==> src/rtl/axi_lite_read_slave.sv <==
// -----------------------------------------------------------------------------
// axi_lite_read_slave
//
// AXI4-Lite read-only slave in front of an 8 x 32-bit register bank. The bank
// is written from a local strobe interface. It is read over the AR/R channels
// with a fixed, parameterised latency between address accept and RVALID. Only
// one read is outstanding at a time. Misaligned, out-of-window and (optionally)
// unprivileged reads complete with SLVERR and zero data. SLVERR responses are
// counted.
//
// Parameters
//   BASE_ADDR  : byte address of register 0 (register n lives at BASE_ADDR+4n)
//   RD_LAT     : extra wait cycles (0-15) between AR accept and RVALID
//   PROT_CHECK : 1 = reject reads with ARPROT[0]=0 (unprivileged)
//
// Ports
//   ACLK     in   clock, rising edge
//   ARESETn  in   synchronous reset, ACTIVE-HIGH despite the name
//   ARVALID  in   read address valid
//   ARREADY  out  slave accepts the address (registered, high only in IDLE)
//   ARADDR   in   [31:0] read byte address
//   ARPROT   in   [2:0] protection, bit 0 = privileged
//   RVALID   out  read data valid
//   RREADY   in   master accepts read data
//   RDATA    out  [31:0] read data
//   RRESP    out  [1:0] 2'b00 OKAY, 2'b10 SLVERR
//   wr_en    in   local register-bank write strobe
//   wr_idx   in   [2:0] local write index
//   wr_data  in   [31:0] local write data
//   err_cnt  out  [15:0] saturating count of SLVERR R handshakes
// -----------------------------------------------------------------------------
module axi_lite_read_slave #(
  parameter logic [31:0] BASE_ADDR  = 32'h0000_0000,
  parameter int unsigned RD_LAT     = 1,
  parameter int unsigned PROT_CHECK = 0
) (
  input  logic        ACLK,
  input  logic        ARESETn,
  input  logic        ARVALID,
  output logic        ARREADY,
  input  logic [31:0] ARADDR,
  input  logic [2:0]  ARPROT,
  output logic        RVALID,
  input  logic        RREADY,
  output logic [31:0] RDATA,
  output logic [1:0]  RRESP,
  input  logic        wr_en,
  input  logic [2:0]  wr_idx,
  input  logic [31:0] wr_data,
  output logic [15:0] err_cnt
);

  typedef enum logic [1:0] {
    IDLE = 2'd0,
    WAIT = 2'd1,
    RESP = 2'd2
  } state_t;

  localparam logic [1:0] RESP_OKAY   = 2'b00;
  localparam logic [1:0] RESP_SLVERR = 2'b10;

  // Counter preload for the WAIT state; meaningless (and unused) when RD_LAT=0.
  localparam logic [3:0] LAT_LOAD = (RD_LAT > 0) ? 4'(RD_LAT - 1) : 4'd0;

  state_t      state;
  logic [3:0]  cnt;
  logic [31:0] ar_addr;
  logic        ar_priv;

  logic [31:0] bank [8];

  // ---------------------------------------------------------------------------
  // Register bank
  // ---------------------------------------------------------------------------
  // NOTE: the bank is reset explicitly because reset-to-zero contents are part
  // of the visible behaviour; this keeps it in flops rather than a RAM macro.
  always_ff @(posedge ACLK) begin
    if (ARESETn) begin
      for (int i = 0; i < 8; i++) begin
        bank[i] <= '0;
      end
    end else if (wr_en) begin
      bank[wr_idx] <= wr_data;
    end
  end

  // ---------------------------------------------------------------------------
  // Address decode
  // ---------------------------------------------------------------------------
  // In IDLE the decode looks at the live AR bus so that RD_LAT=0 can respond on
  // the handshake edge itself; afterwards it uses the latched address.
  logic [31:0] rd_addr;
  logic        rd_priv;
  logic [32:0] rd_diff;
  logic        rd_ok;
  logic [31:0] rd_word;
  logic [1:0]  rd_resp;

  // NOTE: every always_comb output gets a default first so that no path can
  // leave it unassigned and infer a latch.
  always_comb begin
    rd_addr = ar_addr;
    rd_priv = ar_priv;
    if (state == IDLE) begin
      rd_addr = ARADDR;
      rd_priv = ARPROT[0];
    end
    // 33-bit difference: bit 32 set means the address lies below BASE_ADDR,
    // so the window test cannot wrap around the top of the address space.
    rd_diff = {1'b0, rd_addr} - {1'b0, BASE_ADDR};
    rd_ok   = (rd_diff[32:5] == '0) && (rd_addr[1:0] == 2'b00) &&
              ((PROT_CHECK == 0) || rd_priv);
    rd_word = '0;
    rd_resp = RESP_SLVERR;
    if (rd_ok) begin
      rd_word = bank[rd_diff[4:2]];
      rd_resp = RESP_OKAY;
    end
  end

  // ARPROT[2:1] and the byte-offset bits of the difference carry no meaning.
  logic unused_bits;
  assign unused_bits = ^{ARPROT[2:1], rd_diff[1:0]};

  // ---------------------------------------------------------------------------
  // Read FSM with registered outputs
  // ---------------------------------------------------------------------------
  // NOTE: sequential state uses non-blocking assignments only, so every read in
  // this block sees pre-edge values; this is also what gives the bank its
  // read-before-write behaviour against a same-edge local write.
  always_ff @(posedge ACLK) begin
    if (ARESETn) begin
      state   <= IDLE;
      cnt     <= '0;
      ar_addr <= '0;
      ar_priv <= 1'b0;
      ARREADY <= 1'b0;
      RVALID  <= 1'b0;
      RDATA   <= '0;
      RRESP   <= RESP_OKAY;
      err_cnt <= '0;
    end else begin
      case (state)
        IDLE: begin
          // ARREADY is low only on the first cycle after reset; it rises here.
          ARREADY <= 1'b1;
          if (ARREADY && ARVALID) begin
            ARREADY <= 1'b0;
            ar_addr <= ARADDR;
            ar_priv <= ARPROT[0];
            if (RD_LAT == 0) begin
              state  <= RESP;
              RVALID <= 1'b1;
              RDATA  <= rd_word;
              RRESP  <= rd_resp;
            end else begin
              state <= WAIT;
              cnt   <= LAT_LOAD;
            end
          end
        end

        WAIT: begin
          if (cnt == 4'd0) begin
            state  <= RESP;
            RVALID <= 1'b1;
            RDATA  <= rd_word;
            RRESP  <= rd_resp;
          end else begin
            cnt <= cnt - 4'd1;
          end
        end

        RESP: begin
          // RDATA/RRESP simply hold until the R handshake.
          if (RREADY) begin
            RVALID  <= 1'b0;
            ARREADY <= 1'b1;
            state   <= IDLE;
            if ((RRESP == RESP_SLVERR) && (err_cnt != 16'hFFFF)) begin
              err_cnt <= err_cnt + 16'd1;
            end
          end
        end

        default: begin
          state   <= IDLE;
          RVALID  <= 1'b0;
          ARREADY <= 1'b0;
        end
      endcase
    end
  end

endmodule

==> config.mk <==
export PLATFORM = sky130hd
export DESIGN_NAME = axi_lite_read_slave
export DESIGN_NICKNAME = d
export VERILOG_FILES = /design/src/rtl/axi_lite_read_slave.sv
export SDC_FILE = /design/constraint.sdc
export NUM_CORES = 1
export LEC_CHECK = 0
export CAP_MARGIN = 40
export CORE_MARGIN = 10
export CORE_UTILIZATION = 30
export DETAILED_ROUTE_END_ITERATION = 10
export SLEW_MARGIN = 20
export SYNTH_ARGS = -nofsm -noshare
export SYNTH_HDL_FRONTEND = slang
export SYNTH_SLANG_ARGS = --single-unit
==> constraint.sdc <==
create_clock -name ACLK -period 5.6 [get_ports ACLK]
set_clock_uncertainty 0.05 [all_clocks]
set_input_delay 0.56 -clock ACLK [delete_from_list [all_inputs] [get_ports ACLK]]
set_output_delay 0.56 -clock ACLK [all_outputs]
set_load 0.02 [all_outputs]
==> results of run 1 <==
[critical path, cell delays in order (launching register included)]
cell and delay (ps):
dfxtp_1 500, or3b_2 590, nand2_4 560, buf_12 450, a211oi_1 140, a2111o_1 470
o21ai_1 130
[layout by cell type, fill, tap and decap left out, types with 3 or more instances in the layout]
master             n
buf_4             14
buf_16             6
a21oi_1           39
nor3_1            13
o21ai_0            7
clkinv_2           5
nand2_1          106
clkbuf_16         39
a2111o_1          31
xor2_1             9
clkinv_1          10
inv_6              3
or3_1              3
o21ai_1           32
nor4_1            12
clkbuf_1           7
or2_2              8
ha_1               3
buf_12             7
a211oi_1          97
nor2_1            27
mux2i_1           33
and2_1           256
nand4_1            8
dfxtp_1           89
and3_1            99
nor2_4             5
nand2b_1           3
inv_1              6
nand3_1            6
edfxtp_1         256
a31oi_4            3
clkdlybuf4s50_1  121
xnor2_1            7
[report_power, final]
group	switching [mW]	leakage [nW]	internal [mW]
Clock	1.03	0.577	1.39
Sequential	0.0429	3.17	2.88
Combinational	0.351	2.89	0.236
Total	1.42	6.64	4.50
[cells by family (layout without fill, tap and decap cells)]
| family | count (synthesis) | after routing |
|---|---|---|
| AND/OR/NAND/NOR | 569 | 569 |
| flip-flops | 345 | 345 |
| AO/OA/AOI/OAI | 216 | 216 |
| buffers and inverters | 101 | 224 |
| multiplexers | 33 | 33 |
| XOR/XNOR | 16 | 16 |
| adder cells (fa/ha/maj) | 3 | 3 |
| other | 1 | 3 |
[stage by stage]
step | area (µm²) | total power, mW | std cells
after floorplan | 15190 | 3.309 | 1284
after global placement | 17080 | 3.526 | 1998
after detailed placement | 17370 | 3.572 | 2010
after CTS | 18560 | 5.991 | 2079
after global routing | 18560 | 6.151 | 2080
final | 18560 | 5.925 | 2081
[flip-flops by register name (all words and copies together) (netlist names)]
signal   cells
RRESP        1
cnt          4
bank       256
state        2
err_cnt     16
ar_addr     32
ARREADY      1
RVALID       1
RDATA       32
[worst max path at each step]
stage | startpoint | endpoint | depth (start not counted)
3_5_place_dp | ARADDR[3] | RDATA[18]$_SDFFE_PP0P_ | 7
5_1_grt | state[1]$_SDFFE_PP0P_ | RDATA[18]$_SDFFE_PP0P_ | 6
2_1_floorplan | wr_idx[0] | bank[0][0]$_SDFFCE_PN0P_ | 3
3_3_place_gp | wr_en | bank[6][8]$_SDFFCE_PN0P_ | 4
4_1_cts | state[1]$_SDFFE_PP0P_ | RDATA[18]$_SDFFE_PP0P_ | 6
6_report | state[1]$_SDFFE_PP0P_ | RDATA[2]$_SDFFE_PP0P_ | 6
[area by class of cell]
| type | instances | area, µm² | area share, % |
|---|---|---|---|
| sequential | 345 | 9469 | 51.02 |
| multi-input combinational | 838 | 5415 | 29.18 |
| timing repair buffer | 149 | 1627 | 8.764 |
| clock buffer | 47 | 1016 | 5.474 |
| tap | 672 | 840.8 | 4.530 |
| clock inverter | 22 | 165.2 | 0.8898 |
| inverter | 6 | 22.52 | 0.1213 |
| antenna | 2 | 5.005 | 0.02697 |
[per-layer routing]
layer,vias up,wire length [µm],GRT usage (%)
li1,4868,-,-
met1,4974,18190,17.11
met2,235,19170,21.71
met3,50,2435,3.410
met4,6,762,4.037
met5,-,35,0
==> metrics.md, run 1 <==
| Metric | Value |
|---|---|
| Die Footprint | 60040 µm² |
| Crit path time final | 3063 ps |
| First-pass GRT wire length | 62050 µm |
| # IOs | 127 |
| Status | complete, no violations |
| Number of clock sinks | 345 |
| Crit share post-route | 54.69% |
| Multiplexer share of the synthesized area | 2.174% |
| Top_reg_cell synth | edfxtp_1 |
| Worst reg-to-reg setup slack | 2540 ps |
| PostCTS Resize Cnt | 0 |
| Slew HR | 47.06% |
| Mapped Area | 15190 µm² |
| Via count | 10133 |
| Post-synthesis xor/xnor area fraction | 0.9225% |
| Arrival time at the worst endpoint | 3510 ps |
| Synth area leaders | edfxtp_1 51%, dfxtp_1 12%, and2_1 11%, a211oi_1 4.8%, and3_1 4.1% |
| Clock transition at path regs | 60 ps |
| #FFs+latches synth | 345 |
| Hold WS | 393.6 ps |
| R2R cell count | 6 |
| Hold wc startpoint | RDATA[31]$_SDFFE_PP0P_ |
| DRC | 0 |
| Ys async rst share | 0% |
| Final net count | 1457 |
| Warnings from Yosys | 0 |
| Clock Latency Late Sink | 570 ps |
| Post-Synth Adder-Cell Area | 0.2471% |
| Hold_buf cts | 0 |
| Measured slew at the worst slew-check pin | 792.2 ps |
| # fillers | 4913 |
| Yosys top cell area share | 50.61% |
| Gp weighted congestion | 0.7741 |
| Row count | 82 |
| Initial antenna violation count | 5 |
| Initial DRC count | 760 |
| Final WS setup | 2537 ps |
| LEAKAGE | 6.637 nW |
| Largest net degree at the start of global routing | 77 |
| Synthesized instance count | 1284 |
| Final setup fails | 0 |
| Register area share after synthesis | 62.33% |
| HP Class | reg2reg |
| Max-Cap Viols | 0 |
| Final Max Tran Viols | 0 |
| Post-DRT Antenna Nets | 0 |
| RSZ-0062 raised after global routing | false |
| Die Height | 245.0 µm |
| Max clock buf depth | 3 |
| CTS tree | done |
| Required @ worst endpoint | 6050 ps |
| Overall Global Routing Usage | 13.34% |
| PortBufs | 122 |
| Peak VDD IR | 0.1613 mV |
| Cell taking the most area after synthesis | edfxtp_1 |
| Grt total ovfl | 0 |
| P&R area growth vs syn | 22.18% |
| RR Endpoint | RDATA[2]$_SDFFE_PP0P_ |
| Final wirelength | 40590 µm |
| Reg-to-Reg Start | state[1]$_SDFFE_PP0P_ |
| Netlist cell types | 48 |
| Setup WS pre-CTS | 2027 ps |
| DR vias/cell | 4.869 |
| Critical path launch point type | flop |
| Setup TNS | 0 ps |
| H-tree Lvls | 2 |
| Starting Density | 30.34% |
| Final cell utilization of the core | 37.07% |
| Synth Area in Compound Gates | 10.16% |
| Syn avg cell area | 11.83 µm² |
| Maximum clock frequency | 326.5 MHz |
| Die width | 245.0 µm |
| Core footprint | 50070 µm² |
| Clock Tree Root | clkbuf_16 |
| Pre-antenna DRT Iters | 5 |
| Largest family of logic cells by synthesized area | simple AND/OR/NAND/NOR gates |
| Routed len/inst | 19.50 µm |
| Final Hold Fails | 0 |
| Endpoint, Worst Hold | RDATA[31]$_SDFFE_PP0P_ |
| Crit Path Class | reg2reg |
| Fraction of layout cells with a size suffix above 1 | 7.747% |
| Detail Placement HPWL | 24230 µm |
| CP Max Fanout | 76 |
| Worst setup EP type | flop |
| Vias in the first global route | 10304 |
| CTS buffer count | 39 |
| Commonest cells in the netlist | 256 x and2_1, 256 x edfxtp_1, 107 x nand2_1 |
| Post-synthesis simple-gate area fraction | 21.19% |
| Worst Hold Depth | 2 |
| Postcts setup bufs | 0 |
| Post-synth EDFFs | 256 |
| Power per Cell Area | 319.2 nW/µm² |
| Mapped Nets | 1362 |
Power figures use the tool's default switching activity.
==> run 2: changes to the inputs <==
- clock period: 5.6 -> 2.5 ns (I/O delays scaled with it)
==> run 2 against run 1 <==
Effect of this change: maximum frequency increased by 39%; routed wire length is 5.2% higher; non-clock buffer count rose by 23; core utilization is 0.53 points higher; cell area up 1.4%; flip-flop and latch count unchanged; combinational power up 140%; critical path type unchanged; register-to-register slack got worse by 2200 ps; cell count grew 1.2%; global-route usage rose by 0.71 points.
==> metrics.md, run 2 (synthesized netlist as in run 1, its figures left out) <==
| Metric | Value |
|---|---|
| Postcts setup bufs | 0 (unchanged) |
| First-pass GRT wire length | 65090 µm (+4.9%) |
| CTS tree | done |
| Critical path launch point type | flop |
| P&R area growth vs syn | 23.93% |
| DRC | 0 (unchanged) |
| # IOs | 127 (unchanged) |
| Row count | 82 (unchanged) |
| Pre-antenna DRT Iters | 5 (unchanged) |
| Clock transition at path regs | 60 ps (about the same) |
| Crit Path Class | reg2reg |
| Max clock buf depth | 3 (unchanged) |
| Most frequent cells in the layout | 256 x and2_1, 256 x edfxtp_1, 121 x clkdlybuf4s50_1 |
| Top Metal Used | met5 |
| LEAKAGE | 6.814 nW (+2.7%) |
| Hold_buf cts | 0 (unchanged) |
| Maximum clock frequency | 455.2 MHz (+39%) |
| Detail Placement HPWL | 24180 µm (-0.21%) |
| Core footprint | 50070 µm² (unchanged) |
| Initial antenna violation count | 3 (-2) |
| Vias in the first global route | 10568 (+2.6%) |
| Post-DRT Antenna Nets | 0 (unchanged) |
| DR vias/cell | 4.921 (+1.1%) |
| Die Footprint | 60040 µm² (unchanged) |
| Slew HR | 58.64% (+12 points) |
| Max reg flops | 256 (unchanged) |
| Wire length on met2 | 19270 µm (+0.52%) |
| Crit path time final | 2197 ps (-865.9 ps) |
| # fillers | 4832 (-1.6%) |
| Largest net degree at the start of global routing | 67 (-13%) |
| DR WL met3 | 2910 µm (+20%) |
| Peak VDD IR | 0.3826 mV (+140%) |
| Grt total ovfl | 0 (unchanged) |
| Crit share post-route | 87.87% (+33 points) |
| CP Max Fanout | 18 (-76%) |
| H-tree Lvls | 2 (unchanged) |
| Multi-input gate area | 5383 µm² (-0.60%) |
| Overall Global Routing Usage | 14.05% (+0.71 points) |
| Measured slew at the worst slew-check pin | 612.6 ps (-179.5 ps) |
| Final cell utilization of the core | 37.60% (+0.53 points) |
| Worst setup EP type | flop |
| Routed len/inst | 20.28 µm (+4.0%) |
| Required @ worst endpoint | 2930 ps (-3120 ps) |
| Starting Density | 30.34% (unchanged) |
| PostCTS Resize Cnt | 0 (unchanged) |
| Gp weighted congestion | 0.7820 (+1.0%) |
| PortBufs | 122 (unchanged) |
| Power per Cell Area | 720.3 nW/µm² (+130%) |
| Final setup fails | 0 (unchanged) |
| Hold WS | 203.4 ps (-190.2 ps) |
| Arrival time at the worst endpoint | 2620 ps (-890 ps) |
| Die width | 245.0 µm (unchanged) |
| Die Height | 245.0 µm (unchanged) |
| CTS buffer count | 39 (unchanged) |
| Largest Register | bank |
| HP Class | in2reg |
| Setup TNS | 0 ps (unchanged) |
| Clock Latency Late Sink | 560 ps (about the same) |
| Max-Cap Viols | 0 (unchanged) |
| Final Hold Fails | 0 (unchanged) |
| Final wirelength | 42690 µm (+5.2%) |
| Clock Tree Root | clkbuf_16 |
| Number of clock sinks | 345 (unchanged) |
| Final net count | 1480 (+1.6%) |
| Initial DRC count | 843 (+11%) |
| Fraction of layout cells with a size suffix above 1 | 9.358% (+1.6 points) |
| Via count | 10358 (+2.2%) |
| DRT met1 WL | 19510 µm (+7.3%) |
| Final Max Tran Viols | 0 (unchanged) |
| Top Registers | bank (256), RDATA (32), ar_addr (32) |
| Reg area | 9469 µm² (unchanged) |
| RSZ-0062 raised after global routing | false |
| Status | complete, no violations |
## run 2: changes by cell type in the layout (fill, tap and decap cells not counted), moves of 2 or more
cell	delta
clkinv_1	-3
buf_12	+14
nor2_4	-5
clkinv_2	+3
clkbuf_8	+2
inv_6	-2
buf_4	+15
buf_16	-6
nor2_2	+5
## run 2: power by group
part	switching, mW	internal, mW	total, mW
Clock	2.30	3.34	5.64
Sequential	0.0940	6.45	6.55
Combinational	0.797	0.579	1.38
## run 2: path summary, 6_finish.rpt
check                    startpoint                       end  slack (ps)  depth (start not counted)
max           state[0]$_SDFFE_PP0P_    RDATA[19]$_SDFFE_PP0P_         300                          7
min                      ARADDR[29]  ar_addr[29]$_SDFFE_PP0P_         200                          3
max reg2reg   state[0]$_SDFFE_PP0P_    RDATA[19]$_SDFFE_PP0P_         300                          7
min reg2reg  RDATA[24]$_SDFFE_PP0P_    RDATA[24]$_SDFFE_PP0P_         390                          2
## run 2: critical path: stages, from the launching register on
cell      delay (ps)
dfxtp_1          390
or3b_2           570
nand2_4          160
buf_12           190
buf_4            140
mux2i_1           70
a2111o_1         410
o21ai_1          140
## run 2: area by class of cell
type	instances	area share, %
timing repair buffer	172	9.850
tap	672	4.466
antenna	1	0.01329
sequential	345	50.30
inverter	6	0.1196
clock inverter	20	0.9637
clock buffer	51	5.696
multi-input combinational	838	28.59
## run 2: per-layer routing
metal / global-route usage [%] / up-vias
met5: 0 / -
met4: 4.676 / 4
met3: 3.182 / 60
met2: 21.59 / 270
met1: 19.17 / 5105
li1: - / 4919
## run 2: metrics by stage
| step | worst slack, ps | instances | area [µm²] | power (mW) |
|---|---|---|---|---|
| 6_report | 303.2 | 2105 | 18830 | 13.56 |
| 5_1_grt | 192.3 | 2105 | 18830 | 14.06 |
| 4_1_cts | 299.5 | 2104 | 18820 | 13.70 |
| 3_5_place_dp | -13.88 | 2033 | 17570 | 8.059 |
| 3_3_place_gp | -8.827 | 2033 | 17570 | 8.028 |
| 2_1_floorplan | 480.9 | 1284 | 15190 | 7.411 |
==> run 3: changes to the inputs <==
- GPL_TIMING_DRIVEN: default -> 0
==> run 3 against run 2 <==
Effect of this change: critical path depth is the same; flip-flop and latch count is the same; sequential share of layout area grew 0.23 points; maximum frequency shrank 7.9%; cell count grew 2.8%; largest power group unchanged; first-iteration DRC count shrank 5.1%; total power shrank 1.0%; hold slack gained 8.1 ps; cell area shrank 0.46%; non-clock buffer count grew 55.
==> metrics.md, run 3 (synthesized netlist as in run 1, its figures left out) <==
| Metric | Value |
|---|---|
| Status | complete, no violations |
| Clock group share of total power | 40.9% (-0.7 points) |
| Final wirelength | 44310 µm (+3.8%) |
| # IOs | 127 (unchanged) |
| Worst setup EP type | flop |
| Pre-antenna DRT Iters | 5 (unchanged) |
| Final Non-Filler Cells | 2163 (+2.8%) |
| Setup WS pre-CTS | -652.3 ps (-638.4 ps) |
| Crit Path Class | reg2reg |
| Crit share post-route | 95.36% (+7.5 points) |
| Final WS setup | 116.0 ps (-187.3 ps) |
| Crit path time final | 2384 ps (+187.3 ps) |
| HP Class | in2reg |
| Peak VDD IR | 0.4621 mV (+21%) |
| CTS tree | done |
| Required @ worst endpoint | 2920 ps (about the same) |
| Grt met3 use | 3.486% (+0.30 points) |
| Grt total ovfl | 0 (unchanged) |
| Critical path launch point type | flop |
| H-tree Lvls | 2 (unchanged) |
| Overall Global Routing Usage | 14.50% (+0.46 points) |
| CP max stage cell | a31oi_2 |
| Number of clock sinks | 345 (unchanged) |
| Worst reg-to-reg setup slack | 120 ps (-190 ps) |
| Max reg flops | 256 (unchanged) |
| Largest net degree at the start of global routing | 25 (-63%) |
| RSZ-0062 raised after global routing | false |
| Fraction of layout cells with a size suffix above 1 | 8.473% (-0.88 points) |
| Slew HR | 47.28% (-11 points) |
| CP top delay family | compound AO/OA/AOI/OAI gates |
| Final cell utilization of the core | 37.43% (-0.17 points) |
| Placed Instances | 2086 (+2.6%) |
| Max-Cap Viols | 0 (unchanged) |
| Measured slew at the worst slew-check pin | 784.7 ps (+172.1 ps) |
| Final Max Tran Viols | 0 (unchanged) |
| Maximum clock frequency | 419.5 MHz (-7.9%) |
| P&R area growth vs syn | 23.36% |
| Gp weighted congestion | 0.8169 (+4.5%) |
| Routed len/inst | 20.48 µm (+0.99%) |
| Met1 Resource Use GR | 18.34% (-0.83 points) |
| Die Footprint | 60040 µm² (unchanged) |
| Largest stage delay on the critical path | 490 ps (-80 ps) |
| Starting Density | 30.34% (unchanged) |
| Arrival time at the worst endpoint | 2800 ps (+180 ps) |
| Total power | 13.42 mW (-1.0%) |
| First-pass GRT wire length | 66710 µm (+2.5%) |
| Setup TNS | 0 ps (unchanged) |
| Clock transition at path regs | 60 ps (about the same) |
| DR vias/cell | 4.947 (+0.54%) |
| Initial DRC count | 800 (-5.1%) |
| Initial antenna violation count | 4 (+1) |
| Max clock buf depth | 3 (unchanged) |
| Final net count | 1535 (+3.7%) |
| Worst path cell trace | or2_1 -> clkbuf_1 -> a31oi_2 -> clkbuf_2 -> a211oi_1 -> a2111o_1 -> o21ai_1 |
| # fillers | 4874 (+0.87%) |
| Detail Placement HPWL | 29860 µm (+23%) |
| Post-DRT Antenna Nets | 0 (unchanged) |
| Top Registers | bank (256), RDATA (32), ar_addr (32) |
| DRC | 0 (unchanged) |
| Via count | 10701 (+3.3%) |
| Final Hold Fails | 0 (unchanged) |
| LEAKAGE | 6.776 nW (-0.56%) |
| PortBufs | 122 (unchanged) |
| Final setup fails | 0 (unchanged) |
| Net load switching power | 3.161 mW (-1.0%) |
| Worst Path Buf+Inv | 2 (unchanged) |
| Cell Area, Placed | 17430 µm² (-0.80%) |
| Core footprint | 50070 µm² (unchanged) |
| Switch share | 23.56% (about the same) |
| Vias in the first global route | 10967 (+3.8%) |
| Comb pwr share | 10.3% (+0.2 points) |
| Most frequent cells in the layout | 256 x and2_1, 256 x edfxtp_1, 122 x clkdlybuf4s50_1 |
| CTS buffer count | 39 (unchanged) |
| Reg power frac | 48.8% (+0.5 points) |
| P_int | 10.26 mW (-1.1%) |
| Met2 usage | 24.16% (+2.6 points) |
| Row count | 82 (unchanged) |
| Die Height | 245.0 µm (unchanged) |
| Largest Register | bank |
| Clock Latency Late Sink | 540 ps (-20 ps) |
| Design Area, Final | 18740 µm² (-0.46%) |
| CP Max Fanout | 10 (-8) |
| Power per Cell Area | 716.1 nW/µm² (-0.59%) |
| Clock Tree Root | clkbuf_16 |
| Die width | 245.0 µm (unchanged) |
| Most Crowded Layer GR | met2 |
| Hold WS | 211.5 ps (+8.108 ps) |
==> run 3: cell count changes in the layout (fill, tap and decap cells not counted), sizes merged <==
cell	before	now
clkinv	16	2
buf	51	35
clkdlybuf4s50	121	122
bufinv	3	0
clkbuf	51	139
diode	1	4
inv	7	6
==> run 3: timing repair <==
item                                    CTS  global route
endpoints found under the setup margin   53            31
gates resized for setup                  13            27
buffers inserted                          0             2
hold endpoints to repair                  0             0
hold buffers                              0             0
==> run 3: power groups by stage <==
stage                     Clock (mW)  Combinational (mW)  Sequential [mW]
after floorplan                    0               0.768             6.64
after global placement             0                1.32             6.65
after detailed placement           0                1.38             6.66
after CTS                       5.56                1.39             6.54
after global routing            5.81                1.50             6.57
final                           5.49                1.39             6.54
==> run 3: worst paths after layout <==
path                         startpoint                  endpoint  depth (start not counted)
setup reg to reg  state[0]$_SDFFE_PP0P_    RDATA[18]$_SDFFE_PP0P_                          7
hold / removal               ARADDR[31]  ar_addr[31]$_SDFFE_PP0P_                          3
hold reg to reg   RDATA[1]$_SDFFE_PP0P_     RDATA[1]$_SDFFE_PP0P_                          2
setup / recovery  state[0]$_SDFFE_PP0P_    RDATA[18]$_SDFFE_PP0P_                          7
==> run 3: worst register-to-register path: stages, from the launching register on <==
cell and delay (ps):
dfxtp_1 370, or2_1 220, clkbuf_1 190, a31oi_2 490, clkbuf_2 420, a211oi_1 100, a2111o_1 330, o21ai_1 130
==> run 3: routing by layer <==
metal / wire, µm / vias to the layer above
li1: - / 5045
met1: 18990 / 5257
met2: 21230 / 335
met3: 3105 / 60
met4: 956 / 4
met5: 23 / -
==> run 3: area by class of cell <==
class	count	area, µm²	share of cell area [%]
flip-flops and latches	345	9469	50.53
multi-input cells	838	5311	28.34
repair buffers	132	1411	7.532
clock buffers	69	1212	6.470
well taps	672	840.8	4.487
plain buffers	95	451.7	2.410
inverters	6	22.52	0.1202
clock inverters	2	10.01	0.05342
diodes	4	10.01	0.05342
